--- config.mk ---
export PLATFORM = sky130hd
export DESIGN_NAME = bus_width_fifo
export DESIGN_NICKNAME = d
export VERILOG_FILES = /design/src/rtl/bus_fifo_pkg.sv /design/src/rtl/bus_fifo_mem.sv /design/src/rtl/bus_width_fifo.sv
export SDC_FILE = /design/constraint.sdc
export NUM_CORES = 2
export LEC_CHECK = 0
export BUFFER_PORTS_ARGS = -buffer_cell sky130_fd_sc_hd__buf_2
export CORE_ASPECT_RATIO = 0.9
export CORE_UTILIZATION = 24
export CTS_CLUSTER_SIZE = 25
export DETAILED_ROUTE_END_ITERATION = 8
export SLEW_MARGIN = 0
export SYNTH_ARGS = -nofsm -noshare
export SYNTH_HDL_FRONTEND = slang
export SYNTH_SLANG_ARGS = --single-unit
--- constraint.sdc ---
create_clock -name clk -period 22.2 [get_ports clk]
set_input_delay 4.44 -clock clk [delete_from_list [all_inputs] [get_ports clk]]
set_output_delay 4.44 -clock clk [all_outputs]
set_load 0.02 [all_outputs]
--- src/rtl/bus_fifo_pkg.sv ---
// Shared definitions for the width-down-converting bus FIFO.
// - DEF_* : standard configuration (128-bit beats into 64-bit words, 32 words deep)
// - PTR_W, LVL_W, CNT_W : pointer, level and word-count widths of that configuration
// - word_slice : extracts narrow word i (width w) from a wide beat; operates on
//   generously sized vectors so any configuration up to MAX_* can use it
package bus_fifo_pkg;

    localparam int DEF_RD_W         = 64;
    localparam int DEF_RATIO        = 2;
    localparam int DEF_DEPTH        = 32;
    localparam int DEF_AFULL_THRESH = 24;

    localparam int PTR_W = $clog2(DEF_DEPTH);
    localparam int LVL_W = PTR_W + 1;
    localparam int CNT_W = $clog2(DEF_RATIO + 1);

    localparam int MAX_RD_W = 256;
    localparam int MAX_WR_W = 1024;

    // Word 0 sits in the least significant bits of the beat.
    function automatic logic [MAX_RD_W-1:0] word_slice(input logic [MAX_WR_W-1:0] data,
                                                       input int unsigned i,
                                                       input int unsigned w);
        logic [MAX_WR_W-1:0] sh;
        logic [MAX_RD_W-1:0] mask;
        sh   = data >> (i * w);
        mask = (MAX_RD_W'(1) << w) - MAX_RD_W'(1);
        return MAX_RD_W'(sh) & mask;
    endfunction

endpackage

--- src/rtl/bus_fifo_mem.sv ---
// Narrow-word storage for bus_width_fifo.
// - clk          : write clock
// - we[l]        : write enable for lane l
// - waddr[l]     : entry written by lane l
// - wdata[l]     : word written by lane l
// - raddr/rdata  : asynchronous read port
// Lanes of one beat always target distinct entries, so no write arbitration.
module bus_fifo_mem #(
    parameter int RD_W  = 64,
    parameter int RATIO = 2,
    parameter int DEPTH = 32,
    parameter int AW    = $clog2(DEPTH)
) (
    input  logic                       clk,
    input  logic [RATIO-1:0]           we,
    input  logic [RATIO-1:0][AW-1:0]   waddr,
    input  logic [RATIO-1:0][RD_W-1:0] wdata,
    input  logic [AW-1:0]              raddr,
    output logic [RD_W-1:0]            rdata
);

    logic [RD_W-1:0] mem [DEPTH];

    always_ff @(posedge clk) begin
        for (int l = 0; l < RATIO; l++) begin
            if (we[l]) mem[waddr[l]] <= wdata[l];
        end
    end

    assign rdata = mem[raddr];

endmodule

--- src/rtl/bus_width_fifo.sv ---
// Width-down-converting FIFO: takes beats of up to RATIO narrow words and
// drains one narrow word per read handshake, first-word fall-through.
// - clk, rst            : clock, synchronous active-high reset
// - wr_valid/wr_ready   : write beat handshake (ready only when a full beat fits)
// - wr_data, wr_words   : beat payload and number of valid words from word 0 up
// - rd_valid/rd_ready   : read handshake, rd_data is the head word
// - level, full, empty, almost_full : occupancy status
// - err, clr_err        : sticky flag for beats with wr_words > RATIO, and its clear
module bus_width_fifo
    import bus_fifo_pkg::*;
#(
    parameter int RD_W         = DEF_RD_W,
    parameter int RATIO        = DEF_RATIO,
    parameter int DEPTH        = DEF_DEPTH,
    parameter int AFULL_THRESH = DEF_AFULL_THRESH
) (
    input  logic                         clk,
    input  logic                         rst,
    input  logic                         wr_valid,
    output logic                         wr_ready,
    input  logic [RD_W*RATIO-1:0]        wr_data,
    input  logic [$clog2(RATIO+1)-1:0]   wr_words,
    output logic                         rd_valid,
    input  logic                         rd_ready,
    output logic [RD_W-1:0]              rd_data,
    output logic [$clog2(DEPTH):0]       level,
    output logic                         almost_full,
    output logic                         full,
    output logic                         empty,
    output logic                         err,
    input  logic                         clr_err
);

    localparam int AW = $clog2(DEPTH);
    localparam int LW = AW + 1;
    localparam int CW = $clog2(RATIO + 1);

    logic [AW-1:0] wr_ptr_q, wr_ptr_d;
    logic [AW-1:0] rd_ptr_q, rd_ptr_d;
    logic [LW-1:0] level_q, level_d;
    logic          err_q, err_d;

    logic [LW-1:0] free_words;
    logic          wr_fire, wr_bad, wr_ok, rd_fire;

    logic [RATIO-1:0]           lane_we;
    logic [RATIO-1:0][AW-1:0]   lane_addr;
    logic [RATIO-1:0][RD_W-1:0] lane_data;

    // Ready depends only on stored level, never on wr_valid.
    assign free_words = LW'(DEPTH) - level_q;
    assign wr_ready   = free_words >= LW'(RATIO);

    assign wr_fire = wr_valid && wr_ready && !rst;
    assign wr_bad  = wr_fire && (wr_words > CW'(RATIO));
    assign wr_ok   = wr_fire && !wr_bad;
    assign rd_fire = rd_ready && rd_valid && !rst;

    for (genvar l = 0; l < RATIO; l++) begin : g_lane
        assign lane_we[l]   = wr_ok && (CW'(l) < wr_words);
        assign lane_addr[l] = wr_ptr_q + AW'(l);
        assign lane_data[l] = RD_W'(word_slice(MAX_WR_W'(wr_data), l, RD_W));
    end

    bus_fifo_mem #(
        .RD_W  (RD_W),
        .RATIO (RATIO),
        .DEPTH (DEPTH),
        .AW    (AW)
    ) u_mem (
        .clk   (clk),
        .we    (lane_we),
        .waddr (lane_addr),
        .wdata (lane_data),
        .raddr (rd_ptr_q),
        .rdata (rd_data)
    );

    always_comb begin
        wr_ptr_d = wr_ptr_q;
        rd_ptr_d = rd_ptr_q;
        err_d    = err_q;
        if (wr_ok)   wr_ptr_d = wr_ptr_q + AW'(wr_words);
        if (rd_fire) rd_ptr_d = rd_ptr_q + AW'(1);
        level_d = level_q + (wr_ok ? LW'(wr_words) : '0) - (rd_fire ? LW'(1) : '0);
        // Set has priority over a coincident clear.
        if (wr_bad)       err_d = 1'b1;
        else if (clr_err) err_d = 1'b0;
        if (rst) begin
            wr_ptr_d = '0;
            rd_ptr_d = '0;
            level_d  = '0;
            err_d    = 1'b0;
        end
    end

    always_ff @(posedge clk) begin
        wr_ptr_q <= wr_ptr_d;
        rd_ptr_q <= rd_ptr_d;
        level_q  <= level_d;
        err_q    <= err_d;
    end

    assign level       = level_q;
    assign empty       = (level_q == '0);
    assign full        = (level_q == LW'(DEPTH));
    assign almost_full = (level_q >= LW'(AFULL_THRESH));
    assign rd_valid    = !empty;
    assign err         = err_q;

endmodule

==> results.md <==
- Setup repair after global routing left no endpoint under its margin.
- Detailed routing inserted a total of 59430 vias.
- The final routed wirelength across all metal layers is 371 mm.
- The synthesis-stage register bit count is 2070.
- Static timing analysis puts the maximum clock frequency at a little under 100 MHz.
- The global-route usage over all layers is 15.7%.
- For this run the aggregate overflow at the end of global routing stands at 0.
- The number of violations of the max-capacitance limit is 0.
- VDD sags by at most 0.0826 mV.
- Counting cells, the worst reg-to-reg path comes to 9.
- For this design the static power due to leakage is 0.0410 µW.
- The path class of the lowest-slack min-delay path is reg -> reg.
- Of the available clock period, the critical path in the final layout requires 46.6%.
- The number of global-route vias before repair is 60491.
- The synthesis-to-layout area growth is 12.4%.
- The kind of cell with the highest combined delay along the critical path is buffers and inverters.
- The tightest hold path in the finished design has a slack of 0.485 ns.
- The fraction of synthesized cell area taken by the top area cell type is 56.5%.
- The final-report max-slew violation count was 0.
- The cell count along the critical path is 7.
- The critical path buffer and inverter count is 4.
- Of the cells placed in the final design, the portion with a size suffix greater than 1 is 58.1%.
- The total negative slack for setup checks is 0 ns.
- In this run the post-CTS setup repair buffer count came out at 0.
- The initial antenna violation count is 92.
- The floorplan step defined a die boundary enclosing 456000 µm².
- The die boundary width is 712 µm.
- In this run the deepest clock path goes through 4 buffers.
- The fill cell total of the finished layout is ~45000.
- The final worst clock skew is 0.0640 ns.
- The final-report hold violation count is 0.
- The number of placement rows is between 200 and 250.
- Counting flops with a built-in enable in the synthesized netlist gives 2048.
- The sum of net half-perimeters after detailed placement is 201 mm.
- The power density normalized to cell area is roughly 80 nW/µm².
- The number of failing setup endpoints in the final timing report is 0.
- The endpoint class of the critical path is an output pin.
- In the synthesized netlist, the number of instances is around 6000.
- In this run the number of H-tree levels came out at 4.
- The tree built by TritonCTS fans out to 2070 sinks.
- The total DRC errors in the routed layout is 0.
- In this run the worst path has a maximum fanout of approximately 110.
- The clock latency on the worst-skew pair is between 0.9 and 1 ns.
- 211 I/O pins were placed.
- The mean cell area of the mapped netlist is 18.4 µm².
- Ranked by total cell area, the synthesized netlist is headed by sky130_fd_sc_hd__edfxtp_1 (57%), sky130_fd_sc_hd__mux2_2 (13%), sky130_fd_sc_hd__mux4_2 (12%), sky130_fd_sc_hd__mux2_4 (11%), sky130_fd_sc_hd__clkbuf_1 (1.6%).
- The flip-flop cell with the highest count after synthesis is sky130_fd_sc_hd__edfxtp_1.
- The per-cell routed wire length is 31.0 µm.
- The worst setup path is launched from a flop.
- The quantity of gates resized following cts is 0.
- In this run, the number of DRC markers left after iteration 0 of detailed routing was 6963.
- The global-route wire length before repair is 505 mm.
- Using the TritonRoute via totals, the vias-per-cell ratio works out to roughly 5.0.
- The first detailed-routing pass took 7 iterations.
- For this run, the slowest stage of the critical path takes a little over 0.9 ns.
- The effective utilization at floorplan is 24.1%.
- The critical path is of the reg -> out type.
- For flop-to-flop paths, the worst setup slack is 16.71 ns.
- After layout, the minimum clock period comes to 10.34 ns.
- The CTS tree is built.
- The run finished with clean final reports.
- After clock tree synthesis, the flow added hold-fix buffers numbering 0.
- The library cell used most frequently in the layout, excluding fill and tap cells, is sky130_fd_sc_hd__edfxtp_1.
- Yosys printed 0 warnings.
- The fraction of registers with async set/reset is 0%.
- The cell at the slowest stage of the critical path is sky130_fd_sc_hd__buf_4.
- Summed over all instances, the cell type with the most area after synthesis is sky130_fd_sc_hd__edfxtp_1.
- The library cells used most frequently in the layout, excluding fill and tap cells, are sky130_fd_sc_hd__edfxtp_1 (2048), sky130_fd_sc_hd__mux2_2 (1288), sky130_fd_sc_hd__mux2_4 (823).
- Data on the critical path is required at its endpoint by 17.76 ns.
- The critical path data arrival time is 5.90 ns.
- The pin count of the biggest net entering global routing is 140.
- The number of port buffers is 210.
- The count of cell types in the netlist is 55.
- For the pin with the worst max-slew slack, the measured transition is 1.43 ns.
- In this run the tightest slew margin relative to its limit is 4.60%.
- The remaining number of nets flagged by the antenna check after routing is 0.
- The share of the Yosys chip area taken by registers is 56.9%.
- The cell area after synthesis is approximately 110000 µm².
- The height of the chip is 641 µm.
- The total area inside the core boundary comes to 451000 µm².
- When the netlist entered floorplanning its net count stood at a little over 6000.
- The clock transition at the register clock pins on the worst setup and hold paths after CTS is roughly 0.060 ns.
- Clock tree synthesis selected as its root buffer the cell sky130_fd_sc_hd__clkbuf_16.
- The number of nets in the layout is 5911.
- Buffers inserted during clock tree synthesis total ~240.
- The final estimated routing congestion in global placement is 0.766.
- The hold path depth is 2.
- The signal on the critical path passes through buf_4 -> buf_12 -> buf_4 -> mux4_2 -> mux4_2 -> mux2_2 -> buf_2.
## final timing paths
path	start	end
worst min register to register	err	err
worst max register to register	level[3]	u_mem.mem[3][25]
worst max-delay path	flop	rd_data[49]
worst min-delay path	err	err
## sequential cells by signal, indices dropped and copies added (netlist names), named ones only
signal and count:
wr_ptr_q 5, u_mem.mem 2048, err 1, rd_ptr_q 5
level 6
## Yosys cell counts, drive strengths merged (8+ instances only)
library cell  count
mux2           2148
edfxtp         2048
mux4            572
clkbuf          472
buf             303
mux2i            69
nor2             45
o22ai            36
dfxtp            22
a221oi           20
ha               18
or4              18
inv              17
nand2            17
a221o            13
nand2b           12
nand3            10
nor2b            10
or3               8
xnor2             8
## metrics by stage
stage               area, µm²  util [%]  worst slack [ns]  power [µW]  cells
floorplan              109000         -             12.09        5750   5929
global route           122000      27.1             11.44       10300  11963
finish                 122000      27.1             11.86        9960  11978
detailed placement     115000      25.5             12.64        6280  11537
CTS                    122000      27.1             11.66       10000  11961
global placement       115000      25.5             12.64        6260  11537
## power breakdown
part | switching [µW] | internal [µW]
clock network | 1650 | 2130
registers | 37.5 | 4330
logic | 951 | 860
total | 2640 | 7320
## layer usage
metal | share of wire [%] | wire [µm] | GRT usage [%] | vias up
li1 | - | - | - | 23437
met1 | 40 | 148000 | 20.2 | 32361
met2 | 47 | 176000 | 26.0 | 2890
met3 | 8.9 | 32900 | 3.66 | 706
met4 | 3.8 | 14000 | 5.10 | 36
met5 | 0.065 | 240 | 0 | -
## area by class of cell
cell class                      instances  area (µm²)  area share [%]
Antenna cell                           17        42.5          0.0348
Clock inverter                        157        1260            1.03
Tap cell                             6018        7530            6.16
Clock buffer                          267        6020            4.92
Timing Repair Buffer                  365        2260            1.85
Multi-Input combinational cell       3067       43200            35.3
Sequential cell                      2070       62000            50.7
Inverter                               17        63.8          0.0522
## worst register-to-register path: cells and delay by family (launching register included)
| family | cells | cell delay, ns |
|---|---|---|
| compound gates | 1 | 0.56 |
| xor+xnor | 1 | 0.37 |
| fa+ha+maj | 1 | 0.22 |
| simple gates | 3 | 1.77 |
| flops | 1 | 0.51 |
| buf+inv | 3 | 1.65 |
## cell families after synthesis
| group | after synthesis | share of synthesized area, % |
|---|---|---|
| mux | 2789 | 37.5 |
| flops | 2070 | 56.9 |
| buf+inv | 792 | 3.72 |
| simple gates | 144 | 0.784 |
| compound gates | 103 | 0.701 |
| fa+ha+maj | 20 | 0.244 |
| xor+xnor | 11 | 0.0885 |
Power figures use the tool's default switching activity.
